### config.mk
export PLATFORM = sky130hd
export DESIGN_NAME = mul_booth_seq_ctrl
export DESIGN_NICKNAME = d
export VERILOG_FILES = /design/src/rtl/mul_booth_seq_ctrl.sv
export SDC_FILE = /design/constraint.sdc
export NUM_CORES = 1
export LEC_CHECK = 0
export CAP_MARGIN = 20
export CORE_MARGIN = 1.5
export CORE_UTILIZATION = 55
export DETAILED_ROUTE_END_ITERATION = 6
export HOLD_SLACK_MARGIN = 0.1
export PLACE_DENSITY = 0.81
export SETUP_SLACK_MARGIN = 0.4
export SYNTH_ARGS = -nofsm -noshare
export SYNTH_HDL_FRONTEND = slang
export SYNTH_SLANG_ARGS = --single-unit
### constraint.sdc
create_clock -name clk -period 6.3 [get_ports clk]
set_input_delay 0.63 -clock clk [delete_from_list [all_inputs] [get_ports clk]]
set_output_delay 0.63 -clock clk [all_outputs]
set_load 0.05 [all_outputs]
### src/rtl/mul_booth_seq_ctrl.sv
// mul_booth_seq_ctrl: iterative radix-4 Booth multiplier controller.
// One Booth group is encoded and accumulated per cycle into a 2*DW+4 bit
// accumulator. The low 2*DW bits are the product. Valid/ready on both sides,
// one operation in flight.
// Optional build macro MUL_BOOTH_SEQ_SKIP_ZERO_EN: when defined, RUN ends
// early once every remaining multiplier group encodes to zero.
module mul_booth_seq_ctrl #(
  parameter int DW = 8
) (
  input  logic            clk,
  input  logic            rst_n,
  input  logic            in_valid,
  output logic            in_ready,
  input  logic [DW-1:0]   in_a,
  input  logic [DW-1:0]   in_b,
  input  logic            in_signed,
  output logic            out_valid,
  input  logic            out_ready,
  output logic [2*DW-1:0] out_prod,
  output logic            busy
);

  localparam int NG = DW / 2 + 1;     // Booth groups per operation
  localparam int EW = DW + 2;         // extended operand width
  localparam int AW = 2 * DW + 4;     // accumulator width
  localparam int GW = $clog2(NG);     // group counter width

  localparam logic [1:0] S_IDLE = 2'd0;
  localparam logic [1:0] S_RUN  = 2'd1;
  localparam logic [1:0] S_DONE = 2'd2;

  logic [1:0]    state_q, state_d;
  logic [EW-1:0] a_q, a_d;
  logic [EW-1:0] b_q, b_d;
  logic [AW-1:0] acc_q, acc_d;
  logic [GW-1:0] grp_q, grp_d;

  // Operand extension and per-group Booth datapath.
  logic [EW-1:0] a_ext, b_ext;
  logic [GW:0]   pp_shamt;
  logic [2:0]    enc;
  logic [AW-1:0] a_sx, mag, pp_ones, acc_step;
  logic          neg;
  logic          grp_last;
  logic          skip_now;

  assign a_ext    = {{2{in_signed & in_a[DW-1]}}, in_a};
  assign b_ext    = {{2{in_signed & in_b[DW-1]}}, in_b};
  assign pp_shamt = {grp_q, 1'b0};
  assign grp_last = (grp_q == GW'(NG - 1));

  // Booth encode of the current group and one accumulate step.
  always_comb begin
    // NOTE: every signal assigned in an always_comb gets a default up front,
    // so no path through the case can leave it unassigned and infer a latch.
    mag     = '0;
    neg     = 1'b0;
    enc     = 3'(({b_q, 1'b0}) >> pp_shamt);
    a_sx    = {{(AW - EW){a_q[EW-1]}}, a_q};
    case (enc)
      3'b001, 3'b010: mag = a_sx;
      3'b011:         mag = a_sx << 1;
      3'b100: begin   mag = a_sx << 1; neg = 1'b1; end
      3'b101, 3'b110: begin mag = a_sx; neg = 1'b1; end
      default:        mag = '0;
    endcase
    // Negation as ones-complement with the +1 carry-in at the group weight.
    pp_ones  = neg ? ~mag : mag;
    acc_step = acc_q + (pp_ones << pp_shamt) + (AW'(neg) << pp_shamt);
  end

`ifdef MUL_BOOTH_SEQ_SKIP_ZERO_EN
  // Remaining multiplier bits b[EW-1:2g+1] uniform means all later groups are 0.
  logic [EW-1:0] b_tail;
  always_comb begin
    b_tail   = $signed(b_q) >>> {grp_q, 1'b1};
    skip_now = (b_tail == '0) || (b_tail == '1);
  end
`else
  assign skip_now = 1'b0;
`endif

  // Next-state and register-update logic for IDLE -> RUN -> DONE.
  always_comb begin
    state_d = state_q;
    a_d     = a_q;
    b_d     = b_q;
    acc_d   = acc_q;
    grp_d   = grp_q;
    case (state_q)
      S_IDLE: begin
        if (in_valid) begin
          a_d     = a_ext;
          b_d     = b_ext;
          acc_d   = '0;
          grp_d   = '0;
          state_d = S_RUN;
        end
      end
      S_RUN: begin
        acc_d = acc_step;
        grp_d = grp_q + 1'b1;
        if (grp_last || skip_now) state_d = S_DONE;
      end
      S_DONE: begin
        if (out_ready) state_d = S_IDLE;
      end
      default: state_d = S_IDLE;
    endcase
  end

  // State registers with synchronous active-low reset.
  always_ff @(posedge clk) begin
    // NOTE: sequential state uses non-blocking assignments so every flop
    // samples the pre-edge values regardless of statement order.
    if (!rst_n) begin
      state_q <= S_IDLE;
      a_q     <= '0;
      b_q     <= '0;
      acc_q   <= '0;
      grp_q   <= '0;
    end else begin
      state_q <= state_d;
      a_q     <= a_d;
      b_q     <= b_d;
      acc_q   <= acc_d;
      grp_q   <= grp_d;
    end
  end

  assign in_ready  = (state_q == S_IDLE);
  assign out_valid = (state_q == S_DONE);
  assign busy      = (state_q == S_RUN) || (state_q == S_DONE);
  assign out_prod  = acc_q[2*DW-1:0];

  // Guard bits above the product only absorb sign growth during accumulation.
  logic unused_acc_hi;
  assign unused_acc_hi = ^acc_q[AW-1:2*DW];

endmodule

=== Word-level counts from Yosys, hierarchy flattened ===
Index checks and enable logic that the tools add are counted.

* Bits in registers: 43
* Logic and storage cells: 46

* Shift operators: 3
* Reduce and logical (&&, ||, !) cells: 9
* Equal/unequal tests: 12
* Bitwise gates (word level): 3
* Add/subtract/negate cells: 3
* Multiplexer cells: 11

{| class="wikitable"
|+ Operators with widths
! kind !! count
|-
| 20-bit case mux with 2 select lines || 2
|-
| 20-bit adder || 2
|-
| 20-bit two-way mux || 2
|-
| 20-bit inverter || 1
|-
| 1-bit by 4-bit << shifter with 20-bit output || 1
|-
| 20-bit by 4-bit << shifter with 20-bit output || 1
|-
| 3-bit == test (second input constant) || 4
|-
| 11-bit by 4-bit >> shifter with 3-bit output || 1
|-
| 3-bit by 2-bit == test with 1-bit output (second input constant) || 2
|-
| 2-bit two-way mux || 3
|-
| 2-bit case mux with 3 select lines || 1
|-
| 3-bit case mux with 2 select lines || 1
|-
| 2-bit inequality test (second input constant) || 2
|-
| 2-bit AND reduction || 2
|-
| 4-bit OR reduction || 1
|-
| 3-bit by 1-bit adder with 3-bit output (second input constant) || 1
|-
| 3-bit by 1-bit == test with 1-bit output (second input constant) || 1
|-
| 3-bit two-way mux || 1
|-
| 3-bit AND reduction || 1
|-
| 3-bit OR reduction || 1
|-
| 1-bit AND || 2
|-
| 2-bit by 1-bit == test with 1-bit output (second input constant) || 1
|-
| 2-bit == test (second input constant) || 1
|-
| 2-bit logical NOT || 1
|-
| other kinds (5) || 5
|}

=== Depth between registers and ports, before layout ===
Gate-level depths: netlist of run 1.

* Depth after elaboration: 10
* Depth in mapped cells: 26
* Depth with buffers taken out: 25

=== Worst setup path before layout of run 1 ===
No wires, ideal clock.

* Path type: register -> register
* From: register grp_q[0]
* To: register acc_q[15]
* Setup slack: 0.785 ns
* Cell stages (with the launch flop): 25
* Data arrival time: 5.393 ns
* Data required time: 6.178 ns
* Library setup time: 0.122 ns
* Buffers on the path: 2
* Path through: dfxtp_1 -> buf_1 -> mux4_2 -> and2_1 -> nor2_1 -> inv_1 -> ha_1 -> nor3_1 -> nor2_4 -> buf_1 -> xnor2_1 -> mux2i_1 -> a21bo_1 -> nand2b_1 -> fa_1 -> inv_1 -> ha_1 -> o21ai_0 -> a21boi_1 -> o41ai_1 -> a31oi_1 -> nand3_1 -> a21oi_1 -> and3_1 -> a311o_1

* Word-level cells in the longest chain between the ends: 10
* Elaborated cells between the ends (all ways): 19

{| class="wikitable"
|+ Ends and longest elaborated chain
! element !! line !! source
|-
| start, declared || 36 || <nowiki>logic [GW-1:0] grp_q, grp_d;</nowiki>
|-
| start signal, assigned || 127 || <nowiki>grp_q <= grp_d;</nowiki>
|-
| 11-bit by 4-bit >> shifter with 3-bit output || 58 || <nowiki>enc = 3'(({b_q, 1'b0}) >> pp_shamt);</nowiki>
|-
| 3-bit == test, or another cell as far along || 60 || <nowiki>case (enc)</nowiki>
|-
| 4-bit OR reduction (no line) or 2-bit OR reduction (tied branches) || - ||
|-
| 20-bit case mux with 2 select lines || 60 ||
|-
| 20-bit inverter || 68 || <nowiki>pp_ones = neg ? ~mag : mag;</nowiki>
|-
| 20-bit two-way mux || 68 ||
|-
| 20-bit by 4-bit << shifter with 20-bit output || 69 || <nowiki>acc_step = acc_q + (pp_ones << pp_shamt) + (AW'(neg) << pp_shamt);</nowiki>
|-
| 20-bit adder || 69 ||
|-
| 20-bit adder * || 69 ||
|-
| 20-bit case mux with 2 select lines * || 90 || <nowiki>case (state_q)</nowiki>
|-
| end signal, assigned || 120 || <nowiki>acc_q <= '0;</nowiki>
|-
| end signal, assigned || 126 || <nowiki>acc_q <= acc_d;</nowiki>
|-
| end, declared || 35 || <nowiki>logic [AW-1:0] acc_q, acc_d;</nowiki>
|}

Every way passes the cells marked *; elsewhere a longest branch is shown, timed or not.
A chain may end at the register's enable or synchronous reset.

=== Worst setup path after layout of run 1 ===
* From: register grp_q[1]
* To: register acc_q[15]

The elaborated chain is that of the path after synthesis.

==> out/qor.csv, run 1 <==
stage,metric,value,unit
clock_tree,cts_buffer_depth,2,
place,port-buffer-count,39,
logic_synthesis,dominantRegCellSynth,dfxtp_1,
logic_synthesis,synth_area,0.00335,mm²
drt,dr.pass1.iters,5,
power_and_ir_drop,leakagePower,1.64,nW
logic_synthesis,synth.avg_cell_area,8.01,µm²
logic_synthesis,synthCells,418,
drt,drtIter0Drc,302,
floorplan,fp.dieW,81.0,µm
setup_path,worstReg2RegEnd,acc_q[15],
logic_synthesis,yosys.area_share.simple,20.7,%
logic_synthesis,async_flop_share,0,%
logic_synthesis,synth_top_family_by_area,compound AO/OA/AOI/OAI gates,
clock_tree,clock-root-buffer,clkbuf_8,
final_layout,seqCellArea,783,µm²
final_layout,final_cell_mix,"62 x nand2_1, 39 x clkdlybuf4s50_1, 37 x dfxtp_1",
setup_path,startpoint_type,flop,
grt,overflow,0,
run,maxCapViolations,0,
logic_synthesis,ys_seq_area_share,23.3,%
drt,final_antenna_net_count,0,
setup_path,r2r_setup_slack,720,ps
sta,rsz0062_at_grt,false,
logic_synthesis,synth_seq_cells,39,
logic_synthesis,synthDistinctLibCells,61,
clock_tree,htreeDepth,2,
sta,setup_violations,0,
drt,routed_wirelength,7.53,mm
sta,slew_headroom,42.3,%
final_layout,drive_above_1_share,7.11,%
power_and_ir_drop,p_per_area,320,mW/mm²
worst_hold_path,hp-class,reg -> reg,
floorplan,core_area,0.00589,mm²
final_layout,layout.nets,509,
clock_tree,cts_tree,built,
clock_tree,path_clk_slew,90,ps
clock_tree,numCtsBuffers,5,
logic_synthesis,synth_xor_area_share,6.24,%
setup_path,rr_startpoint,grp_q[1],
setup_path,required,6500,ps
floorplan,ios,40,
grt,first_global_vias,2721,
final_layout,layout_commonest_cell,nand2_1,
sta,skew,5.52,ps
outcome,outcome,"finished, final reports clean",
final_layout,fin_util,66.4,%
sta,worst_pin_slew,865,ps
floorplan,start_util,56.9,%
final_layout,final_cell_area,0.00391,mm²
logic_synthesis,synthAdderAreaFrac,16.6,%
drt,via_count,3043,
setup_path,cp_slowest_stage_delay,590,ps
power_and_ir_drop,finalPower,1.25,mW
sta,slew_violations,0,
place,gp_congestion,0.932,
grt,grt_use_total,24.2,%
grt,grt_pass1_wl,12.6,mm
logic_synthesis,synth_edf_count,0,
setup_path,critPathMaxFanout,21,
floorplan,die-height,81.0,µm
floorplan,rows,28,
logic_synthesis,synth_mux_area_share,4.97,%
drt,wire_per_inst,14.3,µm
setup_path,critical_path.cell_chain,mux4_2 -> and2_1 -> nor2_1 -> inv_1 -> ha_1 -> nor3_1 -> nor2_4 -> buf_4 -> xnor2_1 -> mux2i_1 -> mux2i_1 -> nand2_1 -> fa_1 -> inv_1 -> ha_1 -> o21a_1 -> o21ai_0 -> nor2_1 -> o41ai_2 -> a31oi_1 -> nand3_1 -> a21oi_1 -> and3_1 -> a311o_1,
grt,grt_antenna_before_repair,0,
setup_path,end_kind,flop,
sta,fin_crit,5580,ps
clock_tree,cts_sinks,39,
worst_hold_path,worst_hold_path.num_cells,2,
place,dp_hpwl,5.51,mm
final_layout,antenna_cells,0,
worst_hold_path,hold_start,b_q[4],
drt,drt_drc_violations_left,0,
final_layout,area_growth_syn_to_layout,16.6,%
logic_synthesis,synth_compound_area_share,22.7,%
setup_path,worst-endpoint-arrival,5780,ps
sta,period_share,88.5,%
place,place_area,0.00377,mm²
drt,drt-vias-per-instance,5.80,
final_layout,multi_input_area,0.00241,mm²
final_layout,nFillCells,488,
logic_synthesis,yosysWarnings,0,
clock_tree,worstSkewPairLatency,310,ps
setup_path,crit_type,reg -> reg,
grt,grt_max_degree,42,
floorplan,dieArea,0.00657,mm²
worst_hold_path,whs_endpoint,b_q[4],
clock_tree,hold_buffers,0,
setup_path,reg2reg_depth,24,
power_and_ir_drop,ir_worst_vdd,0.273,mV
sta,max_freq,0.179,GHz
sta,setup-tns-final,0,ps
setup_path,cp_slowest_cell,dfxtp_2,
sta,hold_viol,0,
-- layout make-up --
cell class	count	share of cell area, %
inverters	23	2.21
multi-input cells	335	61.6
clock inverters	3	0.609
well taps	75	2.40
repair buffers	45	11.3
clock buffers	5	1.76
flip-flops and latches	39	20.1
-- synth_stat cells (all sizes together), types with 2 or more instances --
cell type / instances / area [µm²]
fa: 9 / 180
clkbuf: 17 / 65.1
a21oi: 24 / 124
mux2: 3 / 41.3
a32oi: 2 / 17.5
a22oi: 17 / 128
nand3: 9 / 45.0
ha: 30 / 375
a21boi: 19 / 143
mux2i: 8 / 80.1
inv: 22 / 82.6
buf: 6 / 28.8
nand2b: 4 / 25.0
a21o: 4 / 30.0
o21ai: 14 / 70.1
mux4: 2 / 45.0
xnor2: 17 / 156
a31oi: 7 / 43.8
and3: 3 / 18.8
o22ai: 2 / 12.5
nor3: 6 / 30.0
nor2: 28 / 113
a211oi: 4 / 45.1
o21a: 3 / 22.5
and2: 9 / 56.3
nor2b: 19 / 119
xor2: 6 / 52.6
o31a: 3 / 26.3
nand2: 62 / 233
dfxtp: 39 / 781
a2111oi: 2 / 18.8
-- routing by layer --
layer  track usage [%]  vias to the layer above  wire length, µm
met1              32.3                     1395             3380
li1                  -                     1510                -
met5                 0                        -                0
met3              4.04                       21              433
met4              9.14                        0              150
met2              39.2                      117             3560
-- kinds of logic after synthesis --
logic type | count (synthesis)
flip-flops | 39
buffers and inverters | 46
other | 1
AO/OA/AOI/OAI | 110
AND/OR/NAND/NOR | 147
XOR/XNOR | 23
adder cells (fa/ha/maj) | 39
multiplexers | 13
-- what timing repair did --
item	4_1_cts	5_1_grt
setup buffers	0	2
endpoints found under the setup margin	0	7
gates resized for setup	0	3
endpoints found under the hold margin	0	0
-- stage by stage --
step | hold WS [ps] | setup WS (ps) | std cells
2_1_floorplan | 440 | 785 | 420
3_3_place_gp | 458 | 754 | 514
3_5_place_dp | 467 | 506 | 514
4_1_cts | 479 | 444 | 522
5_1_grt | 487 | 395 | 525
6_report | 475 | 724 | 525
-- power by group --
group / switching, mW / leakage (nW) / internal, mW
clock: 0.107 / 0.0408 / 0.0794
sequential: 0.0358 / 0.319 / 0.285
combinational: 0.449 / 1.28 / 0.293
total: 0.592 / 1.64 / 0.658
-- registers in the layout (all words and copies together) (netlist names) --
register and flops:
a_q 9, acc_q 16, b_q 9, grp_q 3, state_q 2
-- how the worst max path moves through the flow --
stage / startpoint / to / cells after the start
after detailed placement: grp_q[1] / acc_q[15] / 22
after global routing: grp_q[1] / acc_q[15] / 24
after CTS: grp_q[1] / acc_q[15] / 21
after global placement: grp_q[1] / acc_q[15] / 21
final: grp_q[1] / acc_q[15] / 24
after floorplan: grp_q[0] / acc_q[15] / 24
-- worst max-delay path, delay by kind of cell, from the launching register on --
kind,cells,cell delay [ps]
AOI/OAI and AO/OA,6,1080
DFF,1,590
buffers and inverters,3,330
xor gates and xnor gates,1,230
adders and majority gates,3,1070
muxes,3,790
and+or+nand+nor,8,1410
Power figures use the tool's default switching activity.
==> run 2, diff against run 1 <==
CTS_BUF_LIST = sky130_fd_sc_hd__clkbuf_8   (was not set)
CTS_CLUSTER_SIZE = 10   (was not set)
SETUP_SLACK_MARGIN = 0.05   (was 0.4)
==> run 2 against run 1 <==
Combinational power down 0.5%. Cell count down 0.38%. Die area unchanged. Sequential power about the same. Maximum frequency down 1.3%. Utilization down 0.40 points. Critical path type unchanged. Highest routed layer unchanged.
==> out/qor.csv, run 2 (synthesis results as in run 1) <==
stage,metric,value,unit,change
clock_tree,hold_buffers,0,,unchanged
final_layout,largest_reg_flops,16,,unchanged
sta,slew_violations,0,,unchanged
setup_path,required,6500,ps,about the same
grt,overflow,0,,unchanged
power_and_ir_drop,p_per_area,320,mW/mm²,about the same
drt,drt-vias-per-instance,5.80,,about the same
worst_hold_path,hold_start,b_q[4],,unchanged
floorplan,rows,28,,unchanged
floorplan,core_area,0.00589,mm²,unchanged
clock_tree,postCtsSetupBuffers,0,,unchanged
outcome,outcome,"finished, final reports clean",,unchanged
clock_tree,worstSkewPairLatency,310,ps,about the same
place,dp_hpwl,5.51,mm,unchanged
sta,max_freq,0.177,GHz,was 0.179 GHz
sta,rsz0062_at_grt,false,,unchanged
clock_tree,post_cts_resized,0,,unchanged
place,port-buffer-count,39,,unchanged
place,place_ws,506,ps,unchanged
sta,period_share,89.7,%,was 88.5%
sta,hold_viol,0,,unchanged
clock_tree,cts_tree,built,,unchanged
setup_path,startpoint,grp_q[0],,was grp_q[1]
sta,slew_headroom,42.8,%,was 42.3%
power_and_ir_drop,finalPower,1.24,mW,was 1.25 mW
grt,grt_max_degree,42,,unchanged
place,place_area,0.00377,mm²,unchanged
final_layout,largest-register,acc_q,,unchanged
setup_path,end_kind,flop,,unchanged
clock_tree,cts_buffer_depth,2,,unchanged
clock_tree,htreeDepth,2,,unchanged
place,gp_congestion,0.932,,unchanged
grt,grt_antenna_before_repair,0,,unchanged
power_and_ir_drop,ir_worst_vdd,0.274,mV,was 0.273 mV
floorplan,die-height,81.0,µm,unchanged
floorplan,start_util,56.9,%,unchanged
final_layout,layout.nets,507,,was 509
floorplan,dieArea,0.00657,mm²,unchanged
final_layout,final_cell_mix,"62 x nand2_1, 39 x clkdlybuf4s50_1, 38 x dfxtp_1",,"was 62 x nand2_1, 39 x clkdlybuf4s50_1, 37 x dfxtp_1"
setup_path,startpoint_type,flop,,unchanged
sta,fin_crit,5650,ps,was 5580 ps
run,maxCapViolations,0,,unchanged
floorplan,fp.dieW,81.0,µm,unchanged
final_layout,drive_above_1_share,6.25,%,was 7.11%
grt,grt_use_total,24.2,%,unchanged
final_layout,top_regs,"acc_q x16, a_q x9, b_q x9",,unchanged
drt,drt_drc_violations_left,0,,unchanged
power_and_ir_drop,leakagePower,1.61,nW,was 1.64 nW
final_layout,final_cells,523,,was 525
clock_tree,clock-root-buffer,clkbuf_8,,unchanged
drt,routed_wirelength,7.51,mm,was 7.53 mm
setup_path,critPathMaxFanout,15,,was 21
drt,via_count,3032,,"was 3,043"
grt,first_global_vias,2721,,unchanged
drt,final_antenna_net_count,0,,unchanged
clock_tree,cts_sinks,39,,unchanged
grt,grt_pass1_wl,12.6,mm,unchanged
final_layout,layout_commonest_cell,nand2_1,,unchanged
setup_path,rr_startpoint,grp_q[0],,was grp_q[1]
drt,dr.pass1.iters,5,,unchanged
sta,setup-tns-final,0,ps,unchanged
sta,setup_violations,0,,unchanged
setup_path,crit_type,reg -> reg,,unchanged
place,dp_cells,514,,unchanged
sta,setup_slack,651,ps,was 724 ps
floorplan,ios,40,,unchanged
final_layout,area_growth_syn_to_layout,15.9,%,was 16.6%
final_layout,fin_util,66.0,%,was 66.4%
sta,holdWs,474,ps,was 475 ps
sta,worst_pin_slew,858,ps,was 865 ps
final_layout,antenna_cells,0,,unchanged
clock_tree,numCtsBuffers,5,,unchanged
final_layout,final_cell_area,0.00388,mm²,was 0.00391 mm²
drt,drtIter0Drc,338,,was 302
clock_tree,path_clk_slew,90,ps,about the same
sta,skew,7.99,ps,was 5.52 ps
setup_path,worst-endpoint-arrival,5850,ps,was 5780 ps
worst_hold_path,hp-class,reg -> reg,,unchanged
final_layout,nFillCells,497,,was 488
drt,wire_per_inst,14.3,µm,about the same
run 2: area by class of cell:
class                           instances  area, µm²  area share (%)
Sequential cell                        39        782            20.1
Clock inverter                          3       23.8           0.612
Inverter                               23       86.3            2.22
Tap cell                               75       93.8            2.42
Clock buffer                            5       68.8            1.77
Multi-Input combinational cell        335       2400            61.8
Timing Repair Buffer                   43        428            11.0
run 2: metal layers:
metal | vias up | GRT usage [%] | share of wire (%)
met1 | 1389 | 32.3 | 45
met2 | 113 | 39.2 | 47
met4 | 0 | 9.14 | 2.2
met3 | 24 | 4.04 | 6.1
met5 | - | 0 | 0
li1 | 1506 | - | -
run 2: final timing paths:
| check | to | slack [ps] | depth (start not counted) |
|---|---|---|---|
| hold reg to reg | b_q[4] | 470 | 2 |
| setup reg to reg | acc_q[15] | 650 | 21 |
| setup / recovery | acc_q[15] | 650 | 21 |
| hold / removal | b_q[4] | 470 | 2 |
run 2: critical path, cell delays in order (launching register included):
cell	delay [ps]
dfxtp_1	440
mux4_2	510
and2_1	160
nor2_1	190
ha_1	370
nor3_1	140
nor2_4	390
xor2_1	200
nor2_1	120
a21oi_1	70
or3_1	360
fa_1	580
fa_1	240
nor2b_1	50
o21ai_0	220
a21boi_1	150
o41ai_1	420
a31oi_1	210
nand3_1	150
a21oi_1	70
and3_1	180
a311o_1	310
run 2: power by group:
part	switching (mW)	leakage, nW	internal (mW)
combinational	0.448	1.26	0.290
sequential	0.0358	0.318	0.285
clock	0.106	0.0408	0.0793
total	0.590	1.61	0.654
